--- src/rtl/uart_core_if.sv ---
// Host-side register bus of uart_core: transmit strobe/data, receive strobe/data/status.
interface uart_core_if;
  logic [7:0] tx_data;
  logic       tx_we;
  logic       tx_busy;
  logic       rx_re;
  logic [7:0] rx_data;
  logic       rx_valid;
  logic       rx_overrun;

  modport master (output tx_data, tx_we, rx_re,
                  input  tx_busy, rx_data, rx_valid, rx_overrun);
  modport slave  (input  tx_data, tx_we, rx_re,
                  output tx_busy, rx_data, rx_valid, rx_overrun);
endinterface

--- src/rtl/uart_core.sv ---
// 8N1 UART with independent TX/RX FSMs. RX storage is a single holding register,
// or an RX_FIFO_DEPTH-entry FIFO when UART_RX_FIFO_EN is defined.
module uart_core #(
  parameter int CLKS_PER_BIT  = 868,
  parameter int RX_FIFO_DEPTH = 4
) (
  input  logic       clk,
  input  logic       rst,
  uart_core_if.slave bus,
  output logic       txd,
  input  logic       rxd
);
  localparam logic [15:0] BIT_END  = 16'(CLKS_PER_BIT - 1);
  localparam logic [15:0] HALF_END = 16'(CLKS_PER_BIT / 2 - 1);

  typedef enum logic [1:0] {IDLE, START, DATA, STOP} state_t;

  // ---------------- transmitter ----------------
  state_t      tx_state;
  logic [15:0] tx_cnt;
  logic [2:0]  tx_bit;
  logic [7:0]  tx_shift;
  logic        tx_busy_q;

  always_ff @(posedge clk) begin
    if (rst) begin
      tx_state  <= IDLE;
      tx_cnt    <= '0;
      tx_bit    <= '0;
      tx_shift  <= '0;
      tx_busy_q <= 1'b0;
      txd       <= 1'b1;
    end else begin
      case (tx_state)
        IDLE: if (bus.tx_we) begin
          tx_state  <= START;
          tx_shift  <= bus.tx_data;
          tx_busy_q <= 1'b1;
          txd       <= 1'b0;
          tx_cnt    <= '0;
        end
        START: if (tx_cnt == BIT_END) begin
          tx_cnt   <= '0;
          tx_bit   <= '0;
          tx_state <= DATA;
          txd      <= tx_shift[0];
        end else tx_cnt <= tx_cnt + 16'd1;
        DATA: if (tx_cnt == BIT_END) begin
          tx_cnt <= '0;
          if (tx_bit == 3'd7) begin
            tx_state <= STOP;
            txd      <= 1'b1;
          end else begin
            // shift[0] is the bit on the line; shift[1] goes out next
            tx_bit   <= tx_bit + 3'd1;
            txd      <= tx_shift[1];
            tx_shift <= {1'b0, tx_shift[7:1]};
          end
        end else tx_cnt <= tx_cnt + 16'd1;
        STOP: if (tx_cnt == BIT_END) begin
          tx_cnt    <= '0;
          tx_state  <= IDLE;
          tx_busy_q <= 1'b0;
        end else tx_cnt <= tx_cnt + 16'd1;
      endcase
    end
  end

  assign bus.tx_busy = tx_busy_q;

  // ---------------- receiver ----------------
  logic        rx_s1, rx_s2, rx_prev;
  state_t      rx_state;
  logic [15:0] rx_cnt;
  logic [2:0]  rx_bit;
  logic [7:0]  rx_shift;
  logic        rx_push;

  always_ff @(posedge clk) begin
    if (rst) begin
      rx_s1    <= 1'b1;
      rx_s2    <= 1'b1;
      rx_prev  <= 1'b1;
      rx_state <= IDLE;
      rx_cnt   <= '0;
      rx_bit   <= '0;
      rx_shift <= '0;
      rx_push  <= 1'b0;
    end else begin
      rx_s1   <= rxd;
      rx_s2   <= rx_s1;
      rx_prev <= rx_s2;
      rx_push <= 1'b0;
      case (rx_state)
        IDLE: if (rx_prev && !rx_s2) begin
          rx_state <= START;
          rx_cnt   <= '0;
        end
        START: if (rx_cnt == HALF_END) begin
          // from here on every BIT_END lands mid-bit
          rx_cnt   <= '0;
          rx_bit   <= '0;
          rx_state <= rx_s2 ? IDLE : DATA;
        end else rx_cnt <= rx_cnt + 16'd1;
        DATA: if (rx_cnt == BIT_END) begin
          rx_cnt   <= '0;
          rx_shift <= {rx_s2, rx_shift[7:1]};
          if (rx_bit == 3'd7) rx_state <= STOP;
          else                rx_bit   <= rx_bit + 3'd1;
        end else rx_cnt <= rx_cnt + 16'd1;
        STOP: if (rx_cnt == BIT_END) begin
          rx_cnt   <= '0;
          rx_state <= IDLE;
          rx_push  <= rx_s2;
        end else rx_cnt <= rx_cnt + 16'd1;
      endcase
    end
  end

  // ---------------- receive storage ----------------
  logic overrun_q;
  assign bus.rx_overrun = overrun_q;

`ifdef UART_RX_FIFO_EN
  localparam int AW = (RX_FIFO_DEPTH > 1) ? $clog2(RX_FIFO_DEPTH) : 1;
  localparam int CW = AW + 1;
  localparam logic [AW-1:0] LAST     = AW'(RX_FIFO_DEPTH - 1);
  localparam logic [CW-1:0] FULL_CNT = CW'(RX_FIFO_DEPTH);

  logic [7:0]    mem [RX_FIFO_DEPTH];
  logic [AW-1:0] wr_ptr, rd_ptr;
  logic [CW-1:0] count;
  logic          pop, full, wr;

  assign pop  = bus.rx_re && (count != '0);
  assign full = (count == FULL_CNT);
  assign wr   = rx_push && (!full || pop);

  always_ff @(posedge clk) begin
    if (rst) begin
      wr_ptr    <= '0;
      rd_ptr    <= '0;
      count     <= '0;
      overrun_q <= 1'b0;
      for (int i = 0; i < RX_FIFO_DEPTH; i++) mem[i] <= '0;
    end else begin
      if (wr) begin
        mem[wr_ptr] <= rx_shift;
        wr_ptr      <= (wr_ptr == LAST) ? '0 : wr_ptr + AW'(1);
      end
      if (pop) rd_ptr <= (rd_ptr == LAST) ? '0 : rd_ptr + AW'(1);
      case ({wr, pop})
        2'b10:   count <= count + CW'(1);
        2'b01:   count <= count - CW'(1);
        default: count <= count;
      endcase
      if (rx_push && full && !pop) overrun_q <= 1'b1;
    end
  end

  assign bus.rx_data  = mem[rd_ptr];
  assign bus.rx_valid = (count != '0);
`else
  logic [7:0] hold_q;
  logic       valid_q;

  always_ff @(posedge clk) begin
    if (rst) begin
      hold_q    <= '0;
      valid_q   <= 1'b0;
      overrun_q <= 1'b0;
    end else if (bus.rx_re && valid_q) begin
      // a consume in the same cycle makes room for the incoming byte
      if (rx_push) hold_q  <= rx_shift;
      else         valid_q <= 1'b0;
    end else if (rx_push) begin
      if (!valid_q) begin
        hold_q  <= rx_shift;
        valid_q <= 1'b1;
      end else overrun_q <= 1'b1;
    end
  end

  assign bus.rx_data  = hold_q;
  assign bus.rx_valid = valid_q;
`endif
endmodule

--- src/flat_wrapper.sv ---
// flat-port wrapper written by rule: the top's interface ports become plain ports
module uart_core_flat 
#(
  parameter int CLKS_PER_BIT  = 868,
  parameter int RX_FIFO_DEPTH = 4
)
  (clk, rst, txd, rxd, bus_tx_data, bus_tx_we, bus_rx_re, bus_tx_busy, bus_rx_data, bus_rx_valid, bus_rx_overrun);
  uart_core_if bus_i ();
  input  logic clk;
  input  logic rst;
  output logic txd;
  input  logic rxd;
  input wire logic [$bits(bus_i.tx_data)-1:0] bus_tx_data;
  input wire logic [$bits(bus_i.tx_we)-1:0] bus_tx_we;
  input wire logic [$bits(bus_i.rx_re)-1:0] bus_rx_re;
  output wire logic [$bits(bus_i.tx_busy)-1:0] bus_tx_busy;
  output wire logic [$bits(bus_i.rx_data)-1:0] bus_rx_data;
  output wire logic [$bits(bus_i.rx_valid)-1:0] bus_rx_valid;
  output wire logic [$bits(bus_i.rx_overrun)-1:0] bus_rx_overrun;
  assign bus_i.tx_data = bus_tx_data;
  assign bus_i.tx_we = bus_tx_we;
  assign bus_i.rx_re = bus_rx_re;
  assign bus_tx_busy = bus_i.tx_busy;
  assign bus_rx_data = bus_i.rx_data;
  assign bus_rx_valid = bus_i.rx_valid;
  assign bus_rx_overrun = bus_i.rx_overrun;
  uart_core #(.CLKS_PER_BIT(CLKS_PER_BIT), .RX_FIFO_DEPTH(RX_FIFO_DEPTH)) u_core (.clk(clk), .rst(rst), .bus(bus_i), .txd(txd), .rxd(rxd));
endmodule
--- config.mk ---
export PLATFORM = sky130hd
export DESIGN_NAME = uart_core_flat
export DESIGN_NICKNAME = d
export VERILOG_FILES = /design/src/rtl/uart_core_if.sv /design/src/rtl/uart_core.sv /design/src/flat_wrapper.sv
export SDC_FILE = /design/constraint.sdc
export NUM_CORES = 1
export LEC_CHECK = 0
export CAP_MARGIN = 20
export CORE_ASPECT_RATIO = 0.75
export CORE_UTILIZATION = 45
export CTS_CLUSTER_SIZE = 14
export DETAILED_ROUTE_END_ITERATION = 8
export PLACE_DENSITY = 0.68
export SLEW_MARGIN = 20
export SYNTH_ARGS = -nofsm -noshare
export SYNTH_HDL_FRONTEND = slang
export SYNTH_SLANG_ARGS = --single-unit
--- constraint.sdc ---
create_clock -name clk -period 5 [get_ports clk]
set_input_delay 0.5 -clock clk [delete_from_list [all_inputs] [get_ports clk]]
set_output_delay 0.5 -clock clk [all_outputs]
set_load 0.03 [all_outputs]
==> results.yml <==
routing:
  drt_iter0_drc: 129
  viasPerCell: 5.51
  drc: 0
  wl_per_cell_microns: 13.2
  postRouteAntennaNets: 0
  first_pass_iters: 5
  routed_wirelength_mm: 6.85
  vias: 2866
synth:
  synthesis.nets: 422
  synth_edf_count: 0
  synthXorXnorAreaFrac: 0.0288
  synth_warnings: 0
  ys_seq_elements: 74
  synth_area_leaders: "dfxtp_1 41%, mux2i_1 8.0%, ha_1 4.5%"
  yosysMostFrequentCell: "dfxtp_1"
  synth_cell_types: 59
  synth_top_area_cell: "dfxtp_1"
  synthCells: 396
  synth_flop_cell: "dfxtp_1"
  yosysTopAreaCellShare: 0.406
  synthesis.area_sq_um: 3640
  synth_common_cells: "74 x dfxtp_1, 43 x nor2_1, 30 x nand2_1, 29 x mux2i_1, 22 x a21oi_1"
  synth_compound_area_frac: 0.161
  synthArstFlopShare: 0
  avgSynthCellArea_sq_um: 9.20
  synthMuxAreaShare: 0.0796
  synthSimpleGateAreaFrac: 0.238
  synth_top_family_by_area: "simple AND/OR/NAND/NOR gates"
  ys_seq_area_frac: 0.406
  yosys.area_share.adder: 0.0446
finish:
  antenna_cells: 0
  final_util: 0.522
  nFillCells: 740
  post_layout_nonfiller_instances: 520
  post-route-cell-area_sq_um: 4120
  area_delta_synth_final_pct: 13.0
  drive_gt1_frac: 0.0940
  fin_nets: 436
critical_path:
  start_kind: "register"
  reg2reg_depth: 6
  critPathCaptureType: "register"
  slowest_delay_ps: 840
  r2r-start: "u_core.rx_cnt[0]"
  reg2reg_to: "u_core.rx_bit[2]"
  cp_cell_sequence: "ha_1 -> and4_1 -> nand4_1 -> nor3b_2 -> o2bb2ai_1 -> o21ai_0"
  regToRegSetupSlack_ps: 2580
  worstSetupPathType: "register to register"
  critPathArrivalTime_ps: 2650
  critPathMaxFanout: 12
  slowest_stage: "nor3b_2"
  crit_required_ps: 5220
timing:
  finalHoldViolations: 0
  finalClockSkew_ps: 11.4
  period_minus_slack_ps: 2420
  worstMarginPinSlew_ps: 987
  worst_slack_ps: 2580
  clock.fmax_mhz: 413
  finalSetupViolCount: 0
  rsz0062_at_grt: "false"
  slew_violations: 0
  fin_setup_tns_ps: 0
  slew_headroom: 0.339
  fin_crit_sh: 0.485
placed_design:
  dp_slack_ps: 2500
  dp_hpwl_mm: 4.57
  place_area_sq_um: 3910
  gp_congestion: 0.823
  dp.cells: 504
  numPortBuffers: 24
hold_path:
  hold_path_class: "register to register"
  holdPathEnd: "u_core.rx_s2"
  hold_start: "u_core.rx_s1"
  holdPathStages: 1
global_routing:
  grt_overflow_total: 0
  gr-max-usage-layer: "met2"
  grt_use_met3: 0.0620
  met2_usage: 0.275
  grt_max_degree: 56
  antenna_found_initial: 0
  grt_pass1_wl_mm: 11.9
  grt_use_met1: 0.217
  grtUsageTotal: 0.175
  grt_pass1_vias: 2632
clocking:
  clock_sinks: 74
  clock_latency_ps: 350
  ctsLongestPathBuffers: 2
  cts-root-buf: "clkbuf_8"
  cts_tree: "built"
  cts_buffers: 9
  postCtsSetupRepairBufs: 0
  h-tree-depth: 3
  hold_buffers: 0
  ctsResizeCount: 0
  clk_pin_slew_ps: 80
pwr:
  p_per_area_nw_per_um2: 366
  leakage_nw: 1.43
  ir_worst_vdd_mv: 0.276
floorplan:
  die_area_sq_um: 8470
  num_io_pins: 25
  start_util: 0.462
  rows: 28
  core_sq_um: 7880
  die_x_microns: 106
  die_h_microns: 79.9
flow_run:
  drv_cap: 0
status:
  status: "completed"
[final cells by class]
class	count	area (sq um)	share of cell area
clock inverter	7	68.8	0.0167
sequential	74	1480	0.360
clock buffer	9	124	0.0301
multi-input combinational	288	2020	0.492
tap	105	131	0.0319
inverter	12	45.0	0.0109
timing repair buffer	25	243	0.0589
[per-layer routing]
| metal | share of wire | vias up |
|---|---|---|
| met3 | 0.040 | 10 |
| li1 | - | 1451 |
| met2 | 0.45 | 56 |
| met1 | 0.50 | 1349 |
| met5 | 0 | - |
| met4 | 0.014 | 0 |
[layout by cell type (no fill, tap or decap), types with 9 or more instances in the layout]
master            n
a21oi_1          22
nand2b_1         10
clkbuf_8          9
inv_1            12
ha_1             13
o21ai_0          12
mux2i_1          29
nand2_1          30
nor2_1           43
clkdlybuf4s50_1  23
nand3_1          13
a31oi_1          12
dfxtp_1          74
[power by group]
| part | switching, mW | internal, mW | total [mW] |
|---|---|---|---|
| Clock | 0.230 | 0.229 | 0.459 |
| Combinational | 0.227 | 0.159 | 0.386 |
| Sequential | 0.0297 | 0.632 | 0.662 |
| Total | 0.486 | 1.02 | 1.51 |
[sequential cells by signal (all words and copies together), names as in the netlist, 2 cells and up, named ones only]
register / flops
u_core.rx_shift: 8
u_core.tx_bit: 3
u_core.tx_shift: 8
u_core.bus.rx_data: 8
u_core.rx_cnt: 16
u_core.rx_bit: 3
u_core.tx_state: 2
u_core.tx_cnt: 16
[critical path, delay by kind of cell (launching register included)]
kind | cells | cell delay (ps)
adder cells (fa/ha/maj) | 1 | 280
AND/OR/NAND/NOR | 3 | 1220
flip-flops | 1 | 430
AO/OA/AOI/OAI | 2 | 370
[kinds of logic after synthesis]
kind of cell | count (synthesis)
AOI/OAI and AO/OA | 80
xor gates and xnor gates | 12
adders and majority gates | 13
buffers and inverters | 34
DFF | 74
muxes | 29
and+or+nand+nor | 154
[stage by stage]
step / hold WS [ps] / total power, mW
global placement: 402 / 1.05
global route: 426 / 1.59
floorplan: 389 / 0.995
finish: 410 / 1.51
detailed placement: 403 / 1.06
CTS: 417 / 1.52
[worst max path at each step]
stage	slack [ps]	to	cells after the start	startpoint
floorplan	3260	u_core.rx_shift[5]	7	u_core.rx_cnt[0]
global placement	2590	u_core.tx_cnt[9]	6	bus_tx_we
detailed placement	2500	u_core.rx_cnt[7]	7	u_core.rx_cnt[1]
CTS	2500	u_core.rx_cnt[7]	7	u_core.rx_cnt[1]
global route	2390	u_core.rx_bit[2]	6	u_core.rx_cnt[0]
finish	2580	u_core.rx_bit[2]	6	u_core.rx_cnt[0]
Note: power is estimated with default switching activity, not from simulation.
